===== config.mk =====
export PLATFORM = sky130hd
export DESIGN_NAME = fp16_div_iterative
export DESIGN_NICKNAME = d
export VERILOG_FILES = /design/src/rtl/fp16_pkg.sv /design/src/rtl/fp16_div_round.sv /design/src/rtl/fp16_div_iterative.sv
export SDC_FILE = /design/constraint.sdc
export NUM_CORES = 1
export LEC_CHECK = 0
export BUFFER_PORTS_ARGS = -buffer_cell sky130_fd_sc_hd__buf_2
export CORE_ASPECT_RATIO = 0.6
export CORE_MARGIN = 4
export CORE_UTILIZATION = 54
export DETAILED_ROUTE_END_ITERATION = 8
export GPL_TIMING_DRIVEN = 0
export PLACE_DENSITY = 0.82
export SKIP_LAST_GASP = 1
export SYNTH_ARGS = -nofsm -noshare
export SYNTH_HDL_FRONTEND = slang
export SYNTH_SLANG_ARGS = --single-unit

===== constraint.sdc =====
create_clock -name clk -period 4.64 [get_ports clk]
set_input_delay 0.464 -clock clk [delete_from_list [all_inputs] [get_ports clk]]
set_output_delay 0.464 -clock clk [all_outputs]
set_load 0.02 [all_outputs]

===== src/rtl/fp16_pkg.sv =====
// Shared FP16 constants, flag bit positions and divider state encoding.
package fp16_pkg;

    localparam int EXP_W = 5;
    localparam int MAN_W = 10;
    localparam int BIAS  = 15;

    localparam logic [15:0] QNAN = 16'h7E00;
    localparam logic [15:0] INF  = 16'h7C00;

    // Bit positions in the 5-bit flags word {invalid, div_by_zero, overflow, underflow, inexact}.
    localparam int FLAG_INVALID = 4;
    localparam int FLAG_DBZ     = 3;
    localparam int FLAG_OVF     = 2;
    localparam int FLAG_UNF     = 1;
    localparam int FLAG_INEXACT = 0;

    typedef enum logic [1:0] {
        S_IDLE  = 2'd0,
        S_DIV   = 2'd1,
        S_ROUND = 2'd2,
        S_DONE  = 2'd3
    } div_state_e;

endpackage


===== src/rtl/fp16_div_round.sv =====
// Normalizes the raw restoring-division quotient, rounds to nearest-even
// and packs the FP16 result with overflow/underflow flush.
module fp16_div_round
    import fp16_pkg::*;
(
    input  logic [MAN_W+3:0]     q_i,
    input  logic                 rem_nz_i,
    input  logic                 sign_i,
    input  logic [EXP_W-1:0]     ea_i,
    input  logic [EXP_W-1:0]     eb_i,
    output logic [EXP_W+MAN_W:0] result_o,
    output logic [4:0]           flags_o
);
    localparam int EW = 7;
    localparam logic signed [EW-1:0] EXP_MAX = EW'((1 << EXP_W) - 1);
    localparam logic signed [EW-1:0] BIAS_HI = EW'(BIAS);
    localparam logic signed [EW-1:0] BIAS_LO = EW'(BIAS - 1);
    localparam logic signed [EW-1:0] ONE_E   = EW'(1);
    localparam logic signed [EW-1:0] ZERO_E  = EW'(0);

    logic                  g_s;
    logic                  s_s;
    logic                  inexact_s;
    logic [MAN_W:0]        m_s;
    logic [MAN_W+1:0]      m_rnd_s;
    logic [MAN_W-1:0]      m_fin_s;
    logic signed [EW-1:0]  ediff_s;
    logic signed [EW-1:0]  e_s;
    logic signed [EW-1:0]  e_fin_s;

    assign ediff_s = $signed({{(EW-EXP_W){1'b0}}, ea_i}) - $signed({{(EW-EXP_W){1'b0}}, eb_i});

    // Quotient lies in (0.5, 2): pick the leading-one alignment plus guard and sticky.
    always_comb begin
        if (q_i[MAN_W+3]) begin
            m_s = q_i[MAN_W+3:3];
            g_s = q_i[2];
            s_s = (|q_i[1:0]) | rem_nz_i;
            e_s = ediff_s + BIAS_HI;
        end else begin
            m_s = q_i[MAN_W+2:2];
            g_s = q_i[1];
            s_s = q_i[0] | rem_nz_i;
            e_s = ediff_s + BIAS_LO;
        end
    end

    assign inexact_s = g_s | s_s;
    assign m_rnd_s   = {1'b0, m_s} + {{(MAN_W+1){1'b0}}, g_s & (s_s | m_s[0])};

    // A rounding carry into 2.0 renormalizes by one place.
    always_comb begin
        if (m_rnd_s[MAN_W+1]) begin
            m_fin_s = m_rnd_s[MAN_W:1];
            e_fin_s = e_s + ONE_E;
        end else begin
            m_fin_s = m_rnd_s[MAN_W-1:0];
            e_fin_s = e_s;
        end
    end

    // Range check and pack; subnormal results flush to signed zero.
    always_comb begin
        result_o = {sign_i, e_fin_s[EXP_W-1:0], m_fin_s};
        flags_o  = 5'b00000;
        if (e_fin_s >= EXP_MAX) begin
            result_o               = {sign_i, INF[EXP_W+MAN_W-1:0]};
            flags_o[FLAG_OVF]      = 1'b1;
            flags_o[FLAG_INEXACT]  = 1'b1;
        end else if (e_fin_s <= ZERO_E) begin
            result_o               = {sign_i, {(EXP_W+MAN_W){1'b0}}};
            flags_o[FLAG_UNF]      = 1'b1;
            flags_o[FLAG_INEXACT]  = 1'b1;
        end else begin
            flags_o[FLAG_INEXACT]  = inexact_s;
        end
    end

endmodule


===== src/rtl/fp16_div_iterative.sv =====
// Sequential FP16 divider a / b: one restoring-division quotient bit per cycle,
// valid/ready handshake on both sides, flush-to-zero for subnormals.
module fp16_div_iterative #(
    parameter int EXP_W = 5,
    parameter int MAN_W = 10,
    parameter int QBITS = MAN_W + 4
) (
    input  logic                 clk,
    input  logic                 rst,
    input  logic                 in_valid,
    output logic                 in_ready,
    input  logic [EXP_W+MAN_W:0] a,
    input  logic [EXP_W+MAN_W:0] b,
    output logic                 out_valid,
    input  logic                 out_ready,
    output logic [EXP_W+MAN_W:0] result,
    output logic [4:0]           flags
);
    import fp16_pkg::*;

    localparam int W     = EXP_W + MAN_W + 1;
    localparam int CNT_W = $clog2(QBITS);
    localparam logic [CNT_W-1:0] CNT_LAST = CNT_W'(QBITS - 1);
    localparam logic [CNT_W-1:0] CNT_ONE  = CNT_W'(1);

    div_state_e         state_q;
    logic               sign_q;
    logic [EXP_W-1:0]   ea_q;
    logic [EXP_W-1:0]   eb_q;
    logic [MAN_W:0]     mb_q;
    logic [MAN_W+1:0]   rem_q;
    logic [MAN_W+1:0]   rem_d;
    logic [QBITS-1:0]   quo_q;
    logic [QBITS-1:0]   quo_d;
    logic [CNT_W-1:0]   cnt_q;
    logic               in_ready_q;
    logic               out_valid_q;
    logic [W-1:0]       result_q;
    logic [4:0]         flags_q;

    logic               sign_s;
    logic               a_zero_s, a_inf_s, a_nan_s;
    logic               b_zero_s, b_inf_s, b_nan_s;
    logic               sp_hit_s;
    logic [W-1:0]       sp_result_s;
    logic [4:0]         sp_flags_s;
    logic [MAN_W:0]     diff_s;
    logic               rem_nz_s;
    logic [W-1:0]       rnd_result_s;
    logic [4:0]         rnd_flags_s;

    assign sign_s   = a[W-1] ^ b[W-1];
    assign a_zero_s = ~|a[W-2:MAN_W];
    assign b_zero_s = ~|b[W-2:MAN_W];
    assign a_inf_s  = (&a[W-2:MAN_W]) & ~|a[MAN_W-1:0];
    assign b_inf_s  = (&b[W-2:MAN_W]) & ~|b[MAN_W-1:0];
    assign a_nan_s  = (&a[W-2:MAN_W]) &  |a[MAN_W-1:0];
    assign b_nan_s  = (&b[W-2:MAN_W]) &  |b[MAN_W-1:0];

    // Special-operand decode, highest priority first; inf/0 counts as inf/finite.
    always_comb begin
        sp_hit_s    = 1'b1;
        sp_result_s = {W{1'b0}};
        sp_flags_s  = 5'b00000;
        if (a_nan_s || b_nan_s || (a_zero_s && b_zero_s) || (a_inf_s && b_inf_s)) begin
            sp_result_s              = QNAN;
            sp_flags_s[FLAG_INVALID] = 1'b1;
        end else if (a_inf_s) begin
            sp_result_s = {sign_s, INF[W-2:0]};
        end else if (b_zero_s) begin
            sp_result_s          = {sign_s, INF[W-2:0]};
            sp_flags_s[FLAG_DBZ] = 1'b1;
        end else if (a_zero_s || b_inf_s) begin
            sp_result_s = {sign_s, {(W-1){1'b0}}};
        end else begin
            sp_hit_s = 1'b0;
        end
    end

    // rem < 2*mb always holds, so the difference fits in MAN_W+1 bits.
    assign diff_s = rem_q[MAN_W:0] - mb_q;

    // One restoring-division step.
    always_comb begin
        if (rem_q >= {1'b0, mb_q}) begin
            rem_d = {diff_s, 1'b0};
            quo_d = {quo_q[QBITS-2:0], 1'b1};
        end else begin
            rem_d = {rem_q[MAN_W:0], 1'b0};
            quo_d = {quo_q[QBITS-2:0], 1'b0};
        end
    end

    assign rem_nz_s = |rem_q;

    fp16_div_round u_round (
        .q_i      (quo_q),
        .rem_nz_i (rem_nz_s),
        .sign_i   (sign_q),
        .ea_i     (ea_q),
        .eb_i     (eb_q),
        .result_o (rnd_result_s),
        .flags_o  (rnd_flags_s)
    );

    // Control FSM with registered handshake and result outputs.
    always_ff @(posedge clk) begin
        if (rst) begin
            state_q     <= S_IDLE;
            sign_q      <= 1'b0;
            ea_q        <= {EXP_W{1'b0}};
            eb_q        <= {EXP_W{1'b0}};
            mb_q        <= {(MAN_W+1){1'b0}};
            rem_q       <= {(MAN_W+2){1'b0}};
            quo_q       <= {QBITS{1'b0}};
            cnt_q       <= {CNT_W{1'b0}};
            in_ready_q  <= 1'b1;
            out_valid_q <= 1'b0;
            result_q    <= {W{1'b0}};
            flags_q     <= 5'b00000;
        end else begin
            case (state_q)
                S_IDLE: begin
                    if (in_valid) begin
                        sign_q     <= sign_s;
                        ea_q       <= a[W-2:MAN_W];
                        eb_q       <= b[W-2:MAN_W];
                        mb_q       <= {1'b1, b[MAN_W-1:0]};
                        rem_q      <= {2'b01, a[MAN_W-1:0]};
                        quo_q      <= {QBITS{1'b0}};
                        cnt_q      <= {CNT_W{1'b0}};
                        in_ready_q <= 1'b0;
                        if (sp_hit_s) begin
                            result_q    <= sp_result_s;
                            flags_q     <= sp_flags_s;
                            out_valid_q <= 1'b1;
                            state_q     <= S_DONE;
                        end else begin
                            state_q <= S_DIV;
                        end
                    end
                end
                S_DIV: begin
                    rem_q <= rem_d;
                    quo_q <= quo_d;
                    cnt_q <= cnt_q + CNT_ONE;
                    if (cnt_q == CNT_LAST) begin
                        state_q <= S_ROUND;
                    end
                end
                S_ROUND: begin
                    result_q    <= rnd_result_s;
                    flags_q     <= rnd_flags_s;
                    out_valid_q <= 1'b1;
                    state_q     <= S_DONE;
                end
                S_DONE: begin
                    if (out_ready) begin
                        out_valid_q <= 1'b0;
                        in_ready_q  <= 1'b1;
                        state_q     <= S_IDLE;
                    end
                end
                default: begin
                    out_valid_q <= 1'b0;
                    in_ready_q  <= 1'b1;
                    state_q     <= S_IDLE;
                end
            endcase
        end
    end

    assign in_ready  = in_ready_q;
    assign out_valid = out_valid_q;
    assign result    = result_q;
    assign flags     = flags_q;

endmodule


# --- Word-level counts from Yosys, hierarchy flattened ---
# Cells that the tools add are included.
totals:
  ff_bits: 77
  inputBits: 36
  out_inout_bits: 23
  elab_cells: 120
op_classes:
  add_sub_neg: 7
  magnitude_cmp: 3
  eq_ne: 8
  muxes: 51
  bitwise_logic: 10
  n_reduce_logical: 29
ops:
  columns: ["operator", "n"]
  rows:
  - ["$mux W16", 6]
  - ["$pmux W16 S2", 1]
  - ["$mux W15", 2]
  - ["$pmux W14 S2", 1]
  - ["$mux W12", 2]
  - ["$pmux W12 S2", 1]
  - ["$mux W1", 21]
  - ["$reduce_or A10 Y1", 2]
  - ["$add A7 B5 Y7 const B", 2]
  - ["$mux W14", 1]
  - ["$mux W7", 2]
  - ["$add A11 B1 Y12", 1]
  - ["$ge A12 B11 Y1", 1]
  - ["$reduce_or A12 Y1", 1]
  - ["$mux W11", 1]
  - ["$sub A11 B11 Y11", 1]
  - ["$mux W10", 1]
  - ["$mux W5", 2]
  - ["$pmux W5 S2", 1]
  - ["$reduce_and A5 Y1", 2]
  - ["$reduce_or A5 Y1", 2]
  - ["$reduce_and A3 Y1", 3]
  - ["$mux W2", 4]
  - ["$ne A2 B2 Y1 const B", 4]
  - ["25 further kinds", 43]

# --- Depth between registers and ports, before layout ---
# Gate-level depths: netlist (run 1).
depth:
  ltp_word: 11
  mapped_depth: 17
  ltp_nobuf: 14

# --- Cells and area by module ---
# Synthesis (run 1) repeated with hierarchy kept, for this count alone.
unflattened:
  cells_unflattened: 669
  hier_area_um2: 5238.8
by_module_without_submodules:
  columns: ["module", "n_inst", "cells_each", "area_per_inst_um2", "seq_area_each_um2"]
  rows:
  - ["fp16_div_iterative", 1, 475, 3844.9, 1541.5]
  - ["fp16_div_round", 1, 194, 1393.8, 0.0]

# --- Worst setup path after synthesis (run 1) ---
# No wires, ideal clock.
synth_timing:
  path_kind: "reg2reg"
  startpoint: "register quo_q[13]"
  endpoint: "register result_q[0], in the netlist result[0]"
  setup_ns: 0.117
  arrival_time_ns: 3.287
  t_required_ns: 4.523
  slack_ns: 1.236
  path_stages_with_launch: 18
  path_buffers: 5
  synth_period_minus_slack_ns: 3.404
  path_cell_list: "dfxtp_1 buf_6 buf_2 buf_1 mux2_2 nor2b_1 nor2_1 ha_1 and2_2 and4_4 buf_6 nand4_4 o21ai_2 a211oi_2 nand2_2 and3_4 buf_6 a32o_1"
synth_via:
  elab_chain_cells: 9
  word_cells_on_any_way: 15
  cone_classes: "2 x add/sub; 2 x order compare; 9 x mux; 2 x bitwise"
synth_rtl:
  columns: ["item", "line", "text"]
  rows:
  - ["from (decl)", "fp16_div_iterative.sv:33", "logic [QBITS-1:0] quo_q;"]
  - ["from (signal assigned)", "fp16_div_iterative.sv:115", "quo_q <= {QBITS{1'b0}};"]
  - ["from (signal assigned)", "fp16_div_iterative.sv:130", "quo_q <= {QBITS{1'b0}};"]
  - ["from (signal assigned)", "fp16_div_iterative.sv:145", "quo_q <= quo_d;"]
  - ["$mux W1 or $mux W11 (tied branches)", "fp16_div_round.sv:35", "if (q_i[MAN_W+3]) begin"]
  - ["$or A1 B1 Y1", "fp16_div_round.sv:49", "assign m_rnd_s = {1'b0, m_s} + {{(MAN_W+1){1'b0}}, g_s & (s_s | m_s[0])};"]
  - ["$and A1 B1 Y1", "fp16_div_round.sv:49", null]
  - ["$add A11 B1 Y12", "fp16_div_round.sv:49", null]
  - ["$mux W7", "fp16_div_round.sv:53", "if (m_rnd_s[MAN_W+1]) begin"]
  - ["$le A7 B1 Y1", "fp16_div_round.sv:70", "end else if (e_fin_s <= ZERO_E) begin"]
  - ["$mux W15", "fp16_div_round.sv:70", null]
  - ["$mux W15 *", "fp16_div_round.sv:66", "if (e_fin_s >= EXP_MAX) begin"]
  - ["$pmux W16 S2 *", "fp16_div_iterative.sv:122", "case (state_q)"]
  - ["to (signal assigned)", "fp16_div_iterative.sv:119", "result_q <= {W{1'b0}};"]
  - ["to (signal assigned)", "fp16_div_iterative.sv:134", "result_q <= sp_result_s;"]
  - ["to (signal assigned)", "fp16_div_iterative.sv:152", "result_q <= rnd_result_s;"]
  - ["to (decl)", "fp16_div_iterative.sv:38", "logic [W-1:0] result_q;"]
# Mark *: on every way between the ends. The rest lies on a longest branch, timed or not.
# A chain may end at the register's enable or synchronous reset.

# --- Final worst setup path (run 1) ---
layout_timing:
  startpoint: "register quo_q[13]"
  endpoint: "register result_q[11], in the netlist result[11]"
layout_via:
  elab_chain_cells: 9
  word_cells_on_any_way: 14
  cone_classes: "2 x add/sub; 2 x order compare; 8 x mux; 2 x bitwise"
layout_rtl:
  columns: ["item", "line"]
  rows:
  - ["$mux W1 or $mux W11 (tied branches)", "fp16_div_round.sv:35"]
  - ["$or A1 B1 Y1", "fp16_div_round.sv:49"]
  - ["$and A1 B1 Y1", "fp16_div_round.sv:49"]
  - ["$add A11 B1 Y12", "fp16_div_round.sv:49"]
  - ["$mux W7 *", "fp16_div_round.sv:53"]
  - ["$le A7 B1 Y1", "fp16_div_round.sv:70"]
  - ["$mux W15", "fp16_div_round.sv:70"]
  - ["$mux W15 *", "fp16_div_round.sv:66"]
  - ["$pmux W16 S2 *", "fp16_div_iterative.sv:122"]
# Marked as above.

==> metrics.txt, run 1 <==
WHS=approximately 0.37 ns; TritonCTS buffer count=9; pwr dens=714 nW/um2; slowest cell on the critical path=buf_1; clock edge transition at the registers on the reported setup and hold paths=approximately 0.060 ns; library cells used by synthesis=75; NetSw=1.99 mW; net count of the mapped netlist=714; final number of max-transition violations=0; ys async rst share=0%; most common cell after layout, fill and taps aside=nand2_1; initial antenna violation count=0; cell count after synthesis=about 650; Area growth, synth to finish=14.7%; Site Rows=27; post-cts resize count=0; Pint=2.25 mW; Detailed Place HPWL=between 10000 and 15000 um; Horiz. Die Dim=134 um; most used cell, CP=buf_6; P_leak=2.35 nW; WL/cell=18.2 um; sw frac=47.0%; setup violators final=0; #FFs+latches synth=77; Seq/Total Area, Yosys=29.8%; setup tns final=0 ns; YS warnings=0; port bufs=57; initial core utilization=55.9%; Hold Startpoint=b[1]; Post-DRT Antenna Nets=0; max_slew headroom=48.7%; first-pass GRT wire length=between 20000 and 25000 um; period utilization=88.6%; placer congestion estimate=~0.96; crit end category=flop; Die Y-Extent=83.8 um; Worst R2R Setup Slack=0.53 ns; worst r2r dst=result[11]$_SDFFE_PP0P_; Synth Area in Adders=7.54%; share of layout cells above drive strength 1=16.9%; hold-critical path endpoint=mb_q[1]$_SDFFE_PP0P_; DIE AREA=11300 um2; Clock Root Buffer=clkbuf_16; core area=9260 um2; vias in the first global route=around 4900; largest net degree at the start of global routing=13; most frequent cells in the layout=82 x nand2_1, 77 x dfxtp_1, 62 x buf_2, 62 x nor2_1, 50 x a21oi_1; worst path buffer plus inverter count=4; Post-DP Area=roughly 5600 um2; post-layout util=64.2%; design area=5940 um2; Crit Path Category=reg2reg; mux contribution to synthesized area=4.66%; Mapped Avg Cell Area=7.99 um2; Compound-Gate Fraction of Synth Area=24.3%; Startpoint Class=flop; worst slew pin tran=0.770 ns; post-synthesis simple-gate area fraction=23.9%; CTS sink count=between 70 and 80; reg2reg path depth=16; DR vias=5310; reg-to-reg startpoint=quo_q[13]$_SDFFE_PP0P_; antenna cells=0; number of synthesized flops with an enable pin=0; combinational share of power=60.8%; post-CTS setup buffer count=0; FMAX=about 0.24 GHz; CTS H-Tree Depth=3; clock group share of total power=18.1%; post-cts hold buffer count=0; drt total wl=15400 um; TritonCTS clock tree=done; router iterations before antenna repair=7; prevailing post-synth register cell=dfxtp_1; status=finished, final reports clean; Remaining DRCs=0; clk_lat worst skew=0.34 ns; CP required=4.83 ns; largest family of logic cells by synthesized area=compound AO/OA/AOI/OAI gates; Crit path max-delay family=compound AO/OA/AOI/OAI gates; GRT Residual Overflow=0; Post-Syn Area=5180 um2; sequential power share=21.2%; CP arrival=4.30 ns; Period minus WS final=between 4 and 5 ns; IO Pins=59; HP Class=in2reg; CTS max path bufs=2; RSZ-0062 raised after global routing=no; All-Layer GR Usage=27.1%; final hold vios=0; crit path max fanout=10; Setup Skew=0.00660 ns; CP cell instances=buf_6 > buf_2 > buf_1 > mux2_2 > nor2b_1 > nor2_1 > ha_1 > and2_2 > and4_4 > buf_6 > nand4_4 > o21ai_2 > a211oi_2 > a21oi_2 > a22oi_2 > a31oi_1; WHS Path Cells=3; via/cell ratio=roughly 6.2; Crit path largest cell delay=0.43 ns; final net count=782; worst vdd ir=0.000440 V; Iter 0 DRT Violations=530; post-synthesis xor/xnor area fraction=3.84%; MaxCap Viol Count=0
[power groups by stage]
stage	Clock [mW]	Sequential, mW	Combinational [mW]
floorplan	0	0.910	1.93
global placement	0	0.901	2.40
detailed placement	0	0.904	2.48
CTS	0.764	0.893	2.51
global route	0.799	0.910	2.79
finish	0.765	0.898	2.58
[flip-flops by register name (all words and copies together), names as in the netlist]
register   cells
in_ready       1
result        16
ea_q           5
flags          5
cnt_q          4
quo_q         14
rem_q         12
sign_q         1
eb_q           5
mb_q          11
state_q        2
out_valid      1
[metal layers]
layer,global-route usage [%],wire length (um)
met1,39.1,6970
met2,40.3,6720
met3,7.59,1610
met4,5.45,146
met5,0,0
[Yosys cell counts (4+ instances only)]
cell	n	area share (%)
a211oi_1	5	0.73
a211oi_2	4	0.97
a21oi_1	50	4.8
a22oi_1	26	3.8
a311oi_1	4	0.68
a31oi_1	8	0.97
a32o_1	10	1.9
a32oi_1	5	0.85
and2_2	4	0.58
and3_1	5	0.60
buf_2	5	0.48
buf_6	6	1.3
clkbuf_1	19	1.4
dfxtp_1	77	30
ha_1	28	6.8
inv_1	33	2.4
mux2_2	7	1.5
mux2i_1	14	2.7
nand2_1	82	5.9
nand2b_1	8	0.97
nand3_1	15	1.4
nand3b_1	5	0.73
nand4_1	10	1.2
nor2_1	62	4.5
nor2b_1	7	0.85
nor3_1	26	2.5
nor4_1	9	1.1
o21ai_0	12	1.2
o22ai_1	7	0.85
o31ai_1	4	0.58
or4_1	4	0.58
xnor2_1	10	1.7
xor2_1	10	1.7
[metrics by stage]
step	std cells	total power, mW	worst slack (ns)
2_1_floorplan	648	2.84	1.24
3_3_place_gp	835	3.30	0.833
3_5_place_dp	835	3.39	0.643
4_1_cts	850	4.17	0.615
5_1_grt	850	4.50	0.243
6_report	850	4.24	0.527
[tightest hold or removal path: cells and delay by family]
family,cells,cell delay [ns]
buffers and inverters,1,0.10
and+or+nand+nor,1,0.05
AOI/OAI and AO/OA,1,0.05
[worst max path at each step]
stage	startpoint	endpoint	slack [ns]	cells past startpoint
after global placement	quo_q[13]$_SDFFE_PP0P_	result[11]$_SDFFE_PP0P_	0.83	16
after CTS	quo_q[13]$_SDFFE_PP0P_	result[11]$_SDFFE_PP0P_	0.62	16
after floorplan	quo_q[13]$_SDFFE_PP0P_	result[0]$_SDFFE_PP0P_	1.24	17
after detailed placement	quo_q[13]$_SDFFE_PP0P_	result[11]$_SDFFE_PP0P_	0.64	16
after global routing	quo_q[13]$_SDFFE_PP0P_	result[10]$_SDFFE_PP0P_	0.24	16
final	quo_q[13]$_SDFFE_PP0P_	result[11]$_SDFFE_PP0P_	0.53	16
[kinds of logic (layout without fill, tap and decap cells)]
family	count (synthesis)	in the layout
AO/OA/AOI/OAI	175	175
XOR/XNOR	21	21
adder cells (fa/ha/maj)	30	30
buffers and inverters	68	140
flip-flops	77	77
multiplexers	22	22
AND/OR/NAND/NOR	255	255
[area by class of cell]
| cell class | instances | area, um2 |
|---|---|---|
| multi-input cells | 503 | 3320 |
| flip-flops and latches | 77 | 1540 |
| clock inverters | 4 | 72.6 |
| repair buffers | 57 | 285 |
| clock buffers | 11 | 243 |
| fillers | 780 | 3320 |
| well taps | 130 | 163 |
| inverters | 33 | 124 |
| plain buffers | 35 | 188 |
(Power assumes the default switching activity.)
==> run 2: changes to the inputs <==
--- a/config.mk
+++ b/config.mk
@@ -11,7 +11,7 @@
 export CORE_UTILIZATION = 54
 export DETAILED_ROUTE_END_ITERATION = 8
 export GPL_TIMING_DRIVEN = 0
-export PLACE_DENSITY = 0.82
+export PLACE_DENSITY = 0.84
 export SKIP_LAST_GASP = 1
 export SYNTH_ARGS = -nofsm -noshare
 export SYNTH_HDL_FRONTEND = slang
==> metrics.txt, run 2 (same netlist as run 1, synthesis figures left out) <==
Detailed Place HPWL=11900 um (+1.3%); P_leak=2.36 nW (+0.59%); post-cts hold buffer count=0 (unchanged); Horiz. Die Dim=134 um (unchanged); IO Pins=59 (unchanged); Cells after DPL=835 (unchanged); Setup WS post-layout=0.573 ns (+0.0457 ns); Setup Skew=0.00682 ns (+0.000218 ns); status=finished, final reports clean; clock edge transition at the registers on the reported setup and hold paths=0.06 ns (about the same); worst vdd ir=0.000424 V (-3.6%); CP required=4.82 ns (about the same); initial core utilization=55.9% (unchanged); vias in the first global route=5062 (+3.6%); Clock Root Buffer=clkbuf_16; RSZ-0062 raised after global routing=no; post-layout util=64.4% (+0.24 points); All-Layer GR Usage=27.7% (+0.66 points); Remaining DRCs=0 (unchanged); WHS=0.376 ns (+0.00730 ns); DR vias=5372 (+1.2%); most common cell after layout, fill and taps aside=nand2_1; router iterations before antenna repair=6 (-1); most frequent cells in the layout=82 x nand2_1, 77 x dfxtp_1, 62 x buf_2, 62 x nor2_1, 50 x a21oi_1; port bufs=57 (unchanged); worst slew pin tran=0.862 ns (+0.0923 ns); MaxCap Viol Count=0 (unchanged); pwr dens=719 nW/um2 (+0.76%); Largest register FFs=16 (unchanged); HP Class=in2reg; final net count=782 (unchanged); period utilization=87.6% (-0.98 points); first-pass GRT wire length=25400 um (+2.5%); final std cells w/o fill=850 (unchanged); Post-DP Area=5630 um2 (unchanged); crit path max fanout=10 (unchanged); CTS H-Tree Depth=3 (unchanged); placer congestion estimate=0.989 (+2.8%); Area growth, synth to finish=15.2%; antenna cells=0 (unchanged); Post-DRT Antenna Nets=0 (unchanged); worst slack, placed=0.669 ns (+0.0264 ns); setup tns final=0 ns (unchanged); setup violators final=0 (unchanged); drt total wl=15600 um (+1.0%); CTS sink count=77 (unchanged); Die Y-Extent=83.8 um (unchanged); FMAX=0.246 GHz (+1.1%); Site Rows=27 (unchanged); Iter 0 DRT Violations=542 (+2.3%); final number of max-transition violations=0 (unchanged); post-CTS setup buffer count=0 (unchanged); CP arrival=4.25 ns (-0.05 ns); crit end category=flop; GRT Residual Overflow=0 (unchanged); Final Total Pwr=4.29 mW (+1.1%); post-cts resize count=0 (unchanged); clk_lat worst skew=0.34 ns (about the same); DIE AREA=11300 um2 (unchanged); Crit Path Category=reg2reg; final hold vios=0 (unchanged); design area=5960 um2 (+0.38%); TritonCTS buffer count=9 (unchanged); Period minus WS final=4.07 ns (-0.0457 ns); CTS max path bufs=2 (unchanged); TritonCTS clock tree=done; WL/cell=18.4 um (+1.0%); largest net degree at the start of global routing=14 (+1); Startpoint Class=flop; max_slew headroom=42.0% (-6.7 points); via/cell ratio=6.32 (+1.2%); core area=9260 um2 (unchanged); initial antenna violation count=0 (unchanged); share of layout cells above drive strength 1=17.1% (+0.14 points)
-- run 2: final timing paths --
kind	startpoint	end	slack [ns]	depth (start not counted)
setup / recovery	quo_q[13]$_SDFFE_PP0P_	result[11]$_SDFFE_PP0P_	0.57	16
setup reg to reg	quo_q[13]$_SDFFE_PP0P_	result[11]$_SDFFE_PP0P_	0.57	16
hold reg to reg	ea_q[0]$_SDFFE_PP0P_	ea_q[0]$_SDFFE_PP0P_	0.45	2
hold / removal	b[8]	mb_q[8]$_SDFFE_PP0P_	0.38	3
-- run 2: layout make-up --
cell class | instances | area [um2]
multi-input combinational | 503 | 3320
fill | 840 | 3290
sequential | 77 | 1540
timing repair buffer | 57 | 285
clock buffer | 9 | 225
buffer | 35 | 188
tap | 130 | 163
inverter | 33 | 124
clock inverter | 6 | 113
-- run 2: report_power, final --
part / switching, mW / internal (mW)
Combinational: 1.60 / 0.978
Clock: 0.288 / 0.524
Sequential: 0.112 / 0.788
Total: 2.00 / 2.29
-- run 2: worst max-delay path: stages (launching register included) --
cell and delay [ns]:
dfxtp_1 0.38, buf_6 0.17, buf_2 0.26, buf_1 0.43, mux2_2 0.41, nor2b_1 0.13
nor2_1 0.05, ha_1 0.19, and2_2 0.20, and4_4 0.17, buf_6 0.13, nand4_4 0.13
o21ai_2 0.07, a211oi_2 0.43, a21oi_2 0.18, a22oi_2 0.42, a31oi_1 0.16
-- run 2: per-layer routing --
layer	track usage, %	up-vias	wire length (um)
li1	-	2499	-
met1	40.5	2560	7190
met2	41.8	281	6810
met4	7.39	0	234
met5	0	-	0
met3	5.00	32	1370
==> run 3: changes to the inputs <==
--- a/config.mk
+++ b/config.mk
@@ -5,13 +5,14 @@
 export SDC_FILE = /design/constraint.sdc
 export NUM_CORES = 1
 export LEC_CHECK = 0
+export ABC_AREA = 1
 export BUFFER_PORTS_ARGS = -buffer_cell sky130_fd_sc_hd__buf_2
 export CORE_ASPECT_RATIO = 0.6
 export CORE_MARGIN = 4
 export CORE_UTILIZATION = 54
 export DETAILED_ROUTE_END_ITERATION = 8
 export GPL_TIMING_DRIVEN = 0
-export PLACE_DENSITY = 0.84
+export PLACE_DENSITY = 0.83
 export SKIP_LAST_GASP = 1
 export SYNTH_ARGS = -nofsm -noshare
 export SYNTH_HDL_FRONTEND = slang
==> metrics.txt, run 3 <==
status=finished, final reports clean; Seq/Total Area, Yosys=29.4% (-0.35 points); #FFs+latches synth=77 (unchanged); core area=9320 um2 (+0.73%); clock edge transition at the registers on the reported setup and hold paths=0.06 ns (about the same); via/cell ratio=5.64 (-11%); Period minus WS final=3.27 ns (-0.794 ns); Post-DRT Antenna Nets=0 (unchanged); Post-DP Area=5690 um2 (+1.1%); IO Pins=59 (unchanged); Site Rows=27 (unchanged); Post-Syn Area=5240 um2 (+1.2%); GRT Residual Overflow=0 (unchanged); Remaining DRCs=0 (unchanged); Horiz. Die Dim=135 um (+0.55%); Startpoint Class=flop; area of the multi-input gates=3110 um2 (-6.3%); worst vdd ir=0.000329 V (-22%); CTS sink count=77 (unchanged); CTS max path bufs=2 (unchanged); Largest register FFs=16 (unchanged); WHS Path Cells=3 (unchanged); period utilization=70.5% (-17 points); cell count after synthesis=756 (+17%); reg-to-reg startpoint=ea_q[0]$_SDFFE_PP0P_; FMAX=0.306 GHz (+24%); crit end category=flop; Commonest cells post-synth=141 x nand2_1, 113 x inv_1, 79 x a21oi_1; post-CTS setup buffer count=0 (unchanged); pwr dens=776 nW/um2 (+7.9%); count leader, synth=nand2_1; synth top area cells=dfxtp_1 29%, nand2_1 10%, inv_1 8.1%, a21oi_1 7.5%, ha_1 6.7%; most common cell after layout, fill and taps aside=nand2_1; Mapped Avg Cell Area=6.93 um2 (-13%); setup tns final=0 ns (unchanged); clk_lat worst skew=0.35 ns (about the same); initial core utilization=56.2% (+0.25 points); max_slew headroom=48.6% (+6.5 points); library cells used by synthesis=49 (-35%); drt total wl=15300 um (-1.9%); MaxCap Viol Count=0 (unchanged); TritonCTS buffer count=9 (unchanged); share of layout cells above drive strength 1=16.4% (-0.66 points); CP arrival=3.56 ns (-0.69 ns); CP required=4.93 ns (+0.11 ns); top cell type's share of synthesized area=29.4% (-0.35 points); final number of max-transition violations=0 (unchanged); post-cts hold buffer count=0 (unchanged); initial antenna violation count=0 (unchanged); Detailed Place HPWL=11800 um (-0.87%); CTS H-Tree Depth=3 (unchanged); worst setup path end=result[3]$_SDFFE_PP0P_; prevailing post-synth register cell=dfxtp_1; router iterations before antenna repair=6 (unchanged); design area=5980 um2 (+0.21%); largest net degree at the start of global routing=14 (unchanged); HP Class=in2reg; final hold vios=0 (unchanged); worst r2r dst=result[3]$_SDFFE_PP0P_; FF+latch area=1540 um2 (unchanged); crit path max fanout=10 (unchanged); first-pass GRT wire length=24600 um (-3.3%); WL/cell=16.0 um (-13%); All-Layer GR Usage=27.1% (-0.68 points); port bufs=57 (unchanged); most frequent cells in the layout=141 x nand2_1, 113 x inv_1, 79 x a21oi_1; setup violators final=0 (unchanged); TritonCTS clock tree=done; Iter 0 DRT Violations=589 (+8.7%); final net count=890 (+14%); net count of the mapped netlist=822 (+15%); YS warnings=0 (unchanged); post-cts resize count=0 (unchanged); Final Total Pwr=4.64 mW (+8.1%); Worst R2R Setup Slack=1.37 ns (+0.79 ns); RSZ-0062 raised after global routing=no; Clock Root Buffer=clkbuf_16; Filler cells=846 (+0.71%); Area growth, synth to finish=14.1%; Crit Path Category=reg2reg; antenna cells=0 (unchanged); CP Launch Point=ea_q[0]$_SDFFE_PP0P_; Die Y-Extent=84.3 um (+0.54%); ys async rst share=0% (unchanged); DIE AREA=11400 um2 (+1.1%); Setup Skew=0.00517 ns (-0.00165 ns); reg2reg path depth=19 (+3); dominant cell type by area after synthesis=dfxtp_1; placer congestion estimate=0.950 (-3.9%); worst slew pin tran=0.772 ns (-0.0902 ns); number of synthesized flops with an enable pin=0 (unchanged); vias in the first global route=4939 (-2.4%); DR vias=5399 (+0.50%); P_leak=2.73 nW (+16%)
run 3: cell types whose count changed after synthesis, sizes merged, moves of 27 or more:
cell,previous run,this run
nand2,84,156
a21oi,52,90
o21ai,17,69
nand3,15,56
a22oi,27,0
inv,33,116
run 3: where the power goes:
group	switching, mW	internal, mW	total, mW
Sequential	0.144	0.849	0.993
Combinational	2.00	0.931	2.93
Clock	0.301	0.414	0.714
run 3: stage by stage:
stage / instances / setup WS (ns) / hold WS (ns) / utilization, %
global placement: 943 / 1.59 / 0.452 / 61.0
detailed placement: 943 / 1.43 / 0.456 / 61.0
CTS: 958 / 1.40 / 0.375 / 64.1
global route: 958 / 1.09 / 0.382 / 64.1
floorplan: 756 / 1.86 / 0.433 / -
finish: 958 / 1.37 / 0.382 / 64.1
run 3: kinds of logic after synthesis:
logic type	share of synthesized area [%]
compound gates	19.3
xor+xnor	3.01
fa+ha+maj	7.45
buf+inv	11.1
flops	29.4
mux	0.382
simple gates	29.3
run 3: worst min path at each step:
stage / from / end
2_1_floorplan: eb_q[2]$_SDFFE_PP0P_ / eb_q[2]$_SDFFE_PP0P_
3_3_place_gp: flags[2]$_SDFFE_PP0P_ / flags[2]$_SDFFE_PP0P_
3_5_place_dp: flags[2]$_SDFFE_PP0P_ / flags[2]$_SDFFE_PP0P_
4_1_cts: a[13] / ea_q[3]$_SDFFE_PP0P_
5_1_grt: a[13] / ea_q[3]$_SDFFE_PP0P_
6_report: a[13] / ea_q[3]$_SDFFE_PP0P_
run 3: routing by layer:
layer / up-vias / part of all wire, % / global-route usage [%]
met5: - / 0 / 0
met4: 0 / 1.7 / 7.59
met3: 30 / 11 / 6.59
met2: 273 / 42 / 39.8
met1: 2479 / 46 / 39.3
li1: 2617 / - / -
run 3: area by class of cell:
class / count / area share, %
Timing Repair Buffer: 57 / 4.77
Inverter: 118 / 7.54
Clock buffer: 9 / 3.77
Tap cell: 130 / 2.72
Buffer: 25 / 2.22
Multi-Input combinational cell: 536 / 52.1
Sequential cell: 77 / 25.8
Clock inverter: 6 / 1.07
run 3: critical path, cell delays in order, from the launching register on:
cell and delay [ns]:
dfxtp_1 0.32, inv_1 0.07, ha_1 0.23, fa_1 0.43, inv_1 0.12, nand2_1 0.09, nand2_1 0.13, ha_1 0.16
inv_1 0.03, o21ai_0 0.24, nand3_1 0.13, nand2_2 0.13, nand2_1 0.10, nor2_4 0.10, nand2_2 0.08, o21bai_4 0.26
inv_2 0.11, nor2_8 0.24, nand3_2 0.12, a21oi_2 0.13
